`config.mk`:
```
export PLATFORM = sky130hd
export DESIGN_NAME = exec_wb_stage
export DESIGN_NICKNAME = d
export VERILOG_FILES = /design/src/rtl/exec_wb_stage.sv
export SDC_FILE = /design/constraint.sdc
export NUM_CORES = 1
export LEC_CHECK = 0
export CORE_UTILIZATION = 45
export CTS_CLUSTER_SIZE = 28
export DETAILED_ROUTE_END_ITERATION = 6
export PLACE_DENSITY_LB_ADDON = 0.15
export SKIP_LAST_GASP = 1
export SYNTH_ARGS = -nofsm -noshare
export SYNTH_HDL_FRONTEND = slang
export SYNTH_SLANG_ARGS = --single-unit
```
`constraint.sdc`:
```
create_clock -name clock -period 3.9 [get_ports clock]
set_input_delay 0.39 -clock clock [delete_from_list [all_inputs] [get_ports clock]]
set_output_delay 0.39 -clock clock [all_outputs]
set_load 0.01 [all_outputs]
```
`src/rtl/exec_wb_stage.sv`:
```
// exec_wb_stage: execute/write-back stage with E->W pipeline, operand forwarding,
// condition codes, retired-instruction counter and sticky halt on illegal instructions.
module exec_wb_stage #(
    parameter int         NREG    = 6,
    parameter logic [3:0] NONE_ID = 4'hF
) (
    input  logic        clock,
    input  logic        reset,
    input  logic        in_valid,
    input  logic [31:0] instr,
    input  logic [31:0] valA,
    input  logic [31:0] valB,
    output logic        wb_en,
    output logic [3:0]  dstE,
    output logic [31:0] valE,
    output logic        zf,
    output logic        sf,
    output logic        of,
    output logic        halted,
    output logic [15:0] retired
);
    typedef enum logic [2:0] {OP_IRMOV, OP_ADD, OP_SUB, OP_AND, OP_XOR} op_t;
    typedef enum logic {RUN, HALT} state_t;

    localparam logic [3:0] NREG4 = NREG[3:0];

    state_t      state;
    logic        eValid;
    op_t         eOp;
    logic [3:0]  eDst;
    logic [31:0] eA, eB;
    logic [15:0] eC;

    wire [3:0]  icode = instr[31:28];
    wire [3:0]  ifun  = instr[27:24];
    wire [3:0]  rA    = instr[23:20];
    wire [3:0]  rB    = instr[19:16];
    wire [15:0] valC  = instr[15:0];

    op_t         op;
    logic        legal;
    logic [31:0] eRes, srcA, srcB;
    logic        eOf;

    always_comb begin
        op    = OP_IRMOV;
        legal = 1'b0;
        case ({icode, ifun})
            8'h10: begin op = OP_IRMOV; legal = rB < NREG4; end
            8'h20: begin op = OP_ADD;   legal = rA < NREG4 && rB < NREG4; end
            8'h21: begin op = OP_SUB;   legal = rA < NREG4 && rB < NREG4; end
            8'h32: begin op = OP_AND;   legal = rA < NREG4 && rB < NREG4; end
            8'h33: begin op = OP_XOR;   legal = rA < NREG4 && rB < NREG4; end
            default: begin op = OP_IRMOV; legal = 1'b0; end
        endcase
    end

    wire isNop   = instr == 32'h0;
    wire illegal = in_valid && !isNop && !legal;
    wire issue   = in_valid && !isNop && legal;

    // E's in-flight result takes priority over the older one sitting in W
    assign srcA = (eValid && rA == eDst) ? eRes : (wb_en && rA == dstE) ? valE : valA;
    assign srcB = (eValid && rB == eDst) ? eRes : (wb_en && rB == dstE) ? valE : valB;

    always_comb begin
        eRes = {16'b0, eC};
        eOf  = 1'b0;
        case (eOp)
            OP_ADD: begin
                eRes = eB + eA;
                eOf  = (eA[31] == eB[31]) && (eRes[31] != eB[31]);
            end
            OP_SUB: begin
                eRes = eB - eA;
                eOf  = (eA[31] != eB[31]) && (eRes[31] != eB[31]);
            end
            OP_AND:  eRes = eB & eA;
            OP_XOR:  eRes = eB ^ eA;
            default: eRes = {16'b0, eC};
        endcase
    end

    always_ff @(posedge clock or negedge reset) begin
        if (!reset) begin
            state   <= RUN;
            eValid  <= 1'b0;
            eOp     <= OP_IRMOV;
            eDst    <= NONE_ID;
            eA      <= '0;
            eB      <= '0;
            eC      <= '0;
            wb_en   <= 1'b0;
            dstE    <= NONE_ID;
            valE    <= '0;
            zf      <= 1'b0;
            sf      <= 1'b0;
            of      <= 1'b0;
            retired <= '0;
        end else begin
            wb_en <= eValid;
            dstE  <= eValid ? eDst : NONE_ID;
            valE  <= eValid ? eRes : '0;
            if (eValid)
                retired <= retired + 16'd1;
            if (eValid && eOp != OP_IRMOV) begin
                zf <= eRes == '0;
                sf <= eRes[31];
                of <= eOf;
            end
            if (state == HALT) begin
                eValid <= 1'b0;
            end else if (illegal) begin
                state  <= HALT;
                eValid <= 1'b0;
            end else begin
                eValid <= issue;
                eOp    <= op;
                eDst   <= rB;
                eA     <= srcA;
                eB     <= srcB;
                eC     <= valC;
            end
        end
    end

    assign halted = state == HALT;
endmodule

```
=== Yosys cells after proc, flatten, opt, wreduce, memory -nomap -nowiden ===
Cells that the tools add are included.

* Register bits after elaboration: 145
* Bits of input ports: 99
* Output and inout port bits: 57
* Logic and storage cells: 72

* $add $sub $neg: 3
* Order comparisons: 2
* Equal/unequal tests: 17
* Multiplexer cells: 14
* Bitwise operators: 4
* Reduce and logical (&&, ||, !) cells: 18

{| class="wikitable"
|+ Operators with widths
! cell !! number
|-
| 2-to-1 mux 32 bit || 5
|-
| one-hot mux 32 bit (4 select lines) || 1
|-
| logical NOT 32 bit || 2
|-
| adder 32 bit || 1
|-
| AND 32 bit || 1
|-
| == test 8 x 6 -> 1 bit, second input constant || 4
|-
| subtractor 32 bit || 1
|-
| XOR 32 bit || 1
|-
| adder 16 x 1 -> 16 bit, second input constant || 1
|-
| == test 4 bit || 4
|-
| one-hot mux 3 bit (4 select lines) || 1
|-
| logical AND 1 bit || 11
|-
| == test 8 x 5 -> 1 bit, second input constant || 1
|-
| less-than comparator 4 x 3 -> 1 bit, second input constant || 2
|-
| == test 3 x 2 -> 1 bit, second input constant || 2
|-
| 2-to-1 mux 1 bit || 4
|-
| 2-to-1 mux 4 bit || 1
|-
| one-hot mux 1 bit (2 select lines) || 2
|-
| OR reduction 4 bit || 1
|-
| == test 3 x 1 -> 1 bit, second input constant || 1
|-
| == test 3 bit, second input constant || 1
|-
| != test 1 bit || 3
|-
| nonzero test 3 bit || 1
|-
| logical NOT 1 bit || 2
|-
| other kinds (3) || 4
|}

=== Logic depth before layout (Yosys ltp) ===
Gate-level depths: netlist (run 1).

* Word-level depth: 7
* Mapped depth: 15
* Gate-level depth less buffers: 15

=== Least setup slack after synthesis (run 1) ===
OpenSTA, ideal clock, no wires.

* Path type: register -> register
* Start: reg eA[0]
* End: reg zf
* Setup time: 0.076 ns
* Arrival: 3.201 ns
* Path slack: 0.622 ns
* Cell stages (with the launch flop): 15
* Path buffers: 0
* Period minus slack after synthesis: 3.278 ns
* Path through: dfrtp_1 ha_1 fa_1 nand2b_2 a211oi_4 o21ai_2 a21oi_2 o21ai_2 o21a_1 o41a_1 a41oi_2 nand4_1 o21a_1 or3b_1 o21ai_1

* Cells in the longest elaborated chain, start to end: 3
* Elaborated cells on any way between the ends: 6

{| class="wikitable"
|+ RTL lines
! what !! RTL line !! RTL
|-
| from (decl) || 31 || <nowiki>logic [31:0] eA, eB;</nowiki>
|-
| from (signal assigned) || 120 || <nowiki>eA <= srcA;</nowiki>
|-
| subtractor 32 bit, or another cell as far along || 75 || <nowiki>eRes = eB - eA;</nowiki>
|-
| one-hot mux 32 bit (4 select lines) * || 69 || <nowiki>case (eOp)</nowiki>
|-
| logical NOT 32 bit * || 107 || <nowiki>zf <= eRes == '0;</nowiki>
|-
| to (signal assigned) || 96 || <nowiki>zf <= 1'b0;</nowiki>
|-
| to (signal assigned) || 107 ||
|-
| to (decl) || 16 || <nowiki>output logic zf,</nowiki>
|}

Mark *: on every way between the ends. The rest lies on a longest branch, timed or not.
A chain may end at the register's enable or synchronous reset.

=== Worst setup path in the final report (run 1) ===
Ends and elaborated chain as after synthesis.

==> results of run 1 <==
==> worst min path at each step <==
stage,from,end,slack (ns),cells past startpoint
floorplan,reset,eA[0],0.09,0
global placement,retired[15],retired[15],0.46,1
detailed placement,retired[15],retired[15],0.47,1
CTS,reset,eA[25],0.06,1
finish,reset,eA[21],-0.03,1
global route,reset,eA[22],0.09,1
==> power by group <==
part | total, mW | switching [mW] | internal, mW
registers | 1.51 | 0.00385 | 1.51
logic | 0.359 | 0.177 | 0.182
clock network | 1.63 | 0.775 | 0.850
==> placed cells by master, fill, tap and decap left out, types with 17 or more instances in the layout <==
master           synthesis  final
a21oi_1                137    136
and2_1                  24     24
buf_4                    7     57
clkbuf_16                0     17
clkdlybuf4s50_1          0    154
dfrtp_1                137    137
ha_1                    65     65
inv_1                   65     65
mux2_2                  53     53
mux2i_1                 48     48
nand2_1                181    181
nand3_1                 26     26
nor2_1                 124    124
nor3_1                  30     30
o21ai_0                130    128
o31ai_1                 18     17
xnor2_1                 30     30
xor2_1                  22     22
==> routing by layer <==
metal	track usage, %	vias to the layer above	share of wire [%]
met5	0	-	0
li1	-	5490	-
met3	7.17	72	11
met1	49.7	5471	47
met2	41.6	630	39
met4	9.68	0	2.4
==> stage by stage <==
| step | worst slack (ns) | instance area (µm²) | power (mW) | utilization [%] |
|---|---|---|---|---|
| 4_1_cts | 0.0365 | 14600 | 3.51 | 56.3 |
| 6_report | 0.172 | 14600 | 3.50 | 56.4 |
| 3_5_place_dp | 0.0549 | 14000 | 1.89 | 54.1 |
| 5_1_grt | 0.00169 | 14600 | 3.60 | 56.4 |
| 3_3_place_gp | 0.132 | 14000 | 1.89 | 54.1 |
| 2_1_floorplan | 0.622 | 11800 | 1.69 | - |
==> kinds of logic after synthesis <==
logic type | after synthesis | synth area share (%)
AOI/OAI and AO/OA | 447 | 24.5
buffers and inverters | 162 | 5.59
xor gates and xnor gates | 52 | 3.85
adders and majority gates | 67 | 7.21
and+or+nand+nor | 483 | 19.0
DFF | 145 | 30.7
muxes | 102 | 9.19
==> flip-flops by register name, summed over array words and instances, names as in the netlist <==
register,flops
dstE,4
eA,32
eB,32
eC,16
eDst,4
eOp,3
eValid,1
halted,1
of,1
retired,16
sf,1
valE,32
wb_en,1
zf,1
==> worst max-delay path: stages, from the launching register on <==
cell	delay, ns
dfrtp_1	0.42
ha_1	0.24
fa_1	0.38
nand2b_2	0.22
a211oi_4	0.31
o21ai_2	0.12
a21oi_2	0.20
o21ai_2	0.13
o21a_1	0.21
o41a_1	0.41
a41oi_2	0.22
nand4_1	0.11
o21a_1	0.18
or3b_1	0.38
o21ai_1	0.12
==> cell type report <==
cell class / instances / area [µm²] / share of cell area, %
repair buffers: 218 / 2100 / 14.4
clock inverters: 14 / 141 / 0.968
clock buffers: 18 / 429 / 2.94
multi-input cells: 1151 / 7610 / 52.1
flip-flops and latches: 145 / 3640 / 24.9
inverters: 71 / 272 / 1.86
well taps: 335 / 419 / 2.87
==> what timing repair did <==
action | CTS | global route
resized for setup | 0 | 7
endpoints found under the setup margin | 0 | 4
buffers inserted | 0 | 0
hold endpoints to repair | 0 | 0
==> summary.txt, run 1 <==
Setup path
  • Worst r2r dst: zf
  • Data required, critical path: about 4.3 ns
  • CP startpoint kind: flip-flop
  • FF-to-FF Start: eA[0]
  • Critical path origin: eA[0]
  • Crit path capture: zf
  • Worst R2R Setup Slack: 0.17 ns
  • Path depth of the worst reg2reg path: 14
  • Worst-path maximum fanout: 5
  • Crit. End Element: flip-flop
  • Worst Setup Path Type: flip-flop to flip-flop
  • CP arrival: about 4.1 ns

Routing
  • Initial DRC count: approximately 1200
  • Avg Vias per Cell: 5.97
  • Via Count: between 10000 and 15000
  • WL per Instance: 21.4 µm
  • Pre-antenna DRT Iters: 6
  • DRC errors left: 0
  • Final wirelength: about 42 mm
  • Post-route ant nets: 0

Logic synthesis
  • Syn_nets: roughly 1600
  • Ys Warns: 0
  • Most used flip-flop cell after synthesis: dfrtp_1
  • Synth Register Bits: around 150
  • FFs w/ async S/R, synth: 100%
  • Syn Area/Cell: 8.12 µm²
  • Post-synth top cells: 181 x nand2_1, 137 x a21oi_1, 137 x dfrtp_1
  • Post-synth top area share: ~29%
  • Mapped cell area: 11800 µm²
  • Post-synth top area cell: dfrtp_1
  • Synth Instances: approximately 1500
  • EDFF count, synth: 0
  • Cell variety after synth: between 90 and 100
  • Most common cell in the netlist: nand2_1
  • Register area share after synthesis: approximately 31%
  • Ranking of synthesized cells by area: dfrtp_1 29%, ha_1 6.9%, a21oi_1 5.8%

Floorplan
  • IO Pins: 156
  • Die Y-Extent: 164 µm
  • Starting density of the core: between 40% and 50%
  • Core Region: about 26000 µm²
  • Overall die width: 164 µm
  • Row cnt: between 50 and 60
  • Die ar.: around 27000 µm²

Pwr
  • Worst VDD drop: around 280 µV
  • Cell area power density: approximately 240 nW/µm²
  • Lkg Pwr: 6.29 nW

Global routing
  • Gr usage total: around a third
  • Largest net degree at the start of global routing: 127
  • First-pass GRT wire length: roughly 65 mm
  • Vias in the first global route: between 10000 and 15000
  • Initial antenna violation count: 0
  • GRT overflow: 0

Cells and area
  • Share of cells above drive strength 1: around 13%
  • Area delta synth->final: 23.4%
  • Layout Cells excl Fill: ~2000
  • Ant diodes: 0
  • Fillers: 2373
  • Nets@finish: roughly 1800

STA
  • Pins over their slew limit: 0
  • Setup Viol. Count Final: 0
  • RSZ-0062 raised after global routing: false
  • Fin Setup TNS: 0 ns
  • Achievable frequency: approximately 270 MHz
  • Period utilisation layout: between 90% and 100%
  • Max_slew headroom: 36.3%
  • Fin Hold WS: -0.0261 ns
  • Worst-Margin Slew: 0.954 ns
  • Clk_skew: 0.0149 ns
  • Final Hold Vio Count: 10
  • Tmin final: 3.73 ns

Min path
  • HP Class: primary input to asynchronous set/reset pin

Clock network
  • Worst skew pair latency: 0.44 ns
  • Clk sinks: between 100 and 150
  • Total CTS buffers: 17
  • # hold bufs at CTS: 0
  • Clock root cell: clkbuf_16
  • CTS tree: built
  • Clk buf depth: 2
  • H-Tree Depth: 4
  • Clk slew on worst S/H paths: approximately 0.070 ns

Placement
  • Post-DP HPWL: 31.7 mm
  • Placer Congestion: between 1 and 1.5
  • Port Buffers: between 150 and 200
  • Placed instance count: 1920

Run status
  • Violated checks: hold timing
  • Outcome: finished with violations

Job
  • Max cap viols: 0
Note: power is estimated with default switching activity, not from simulation.
==> inputs of run 2 (changes only) <==
Settings changed: CTS_CLUSTER_DIAMETER set to 60, SLEW_MARGIN set to 5.
==> results of run 2 <==
No change in the layout: final DEF, timing and power equal those of run 1.
==> inputs of run 3 (changes only) <==
Settings changed: SKIP_CTS_REPAIR_TIMING set to 1.
==> results of run 3 <==
No change in the layout: final DEF, timing and power equal those of run 1.
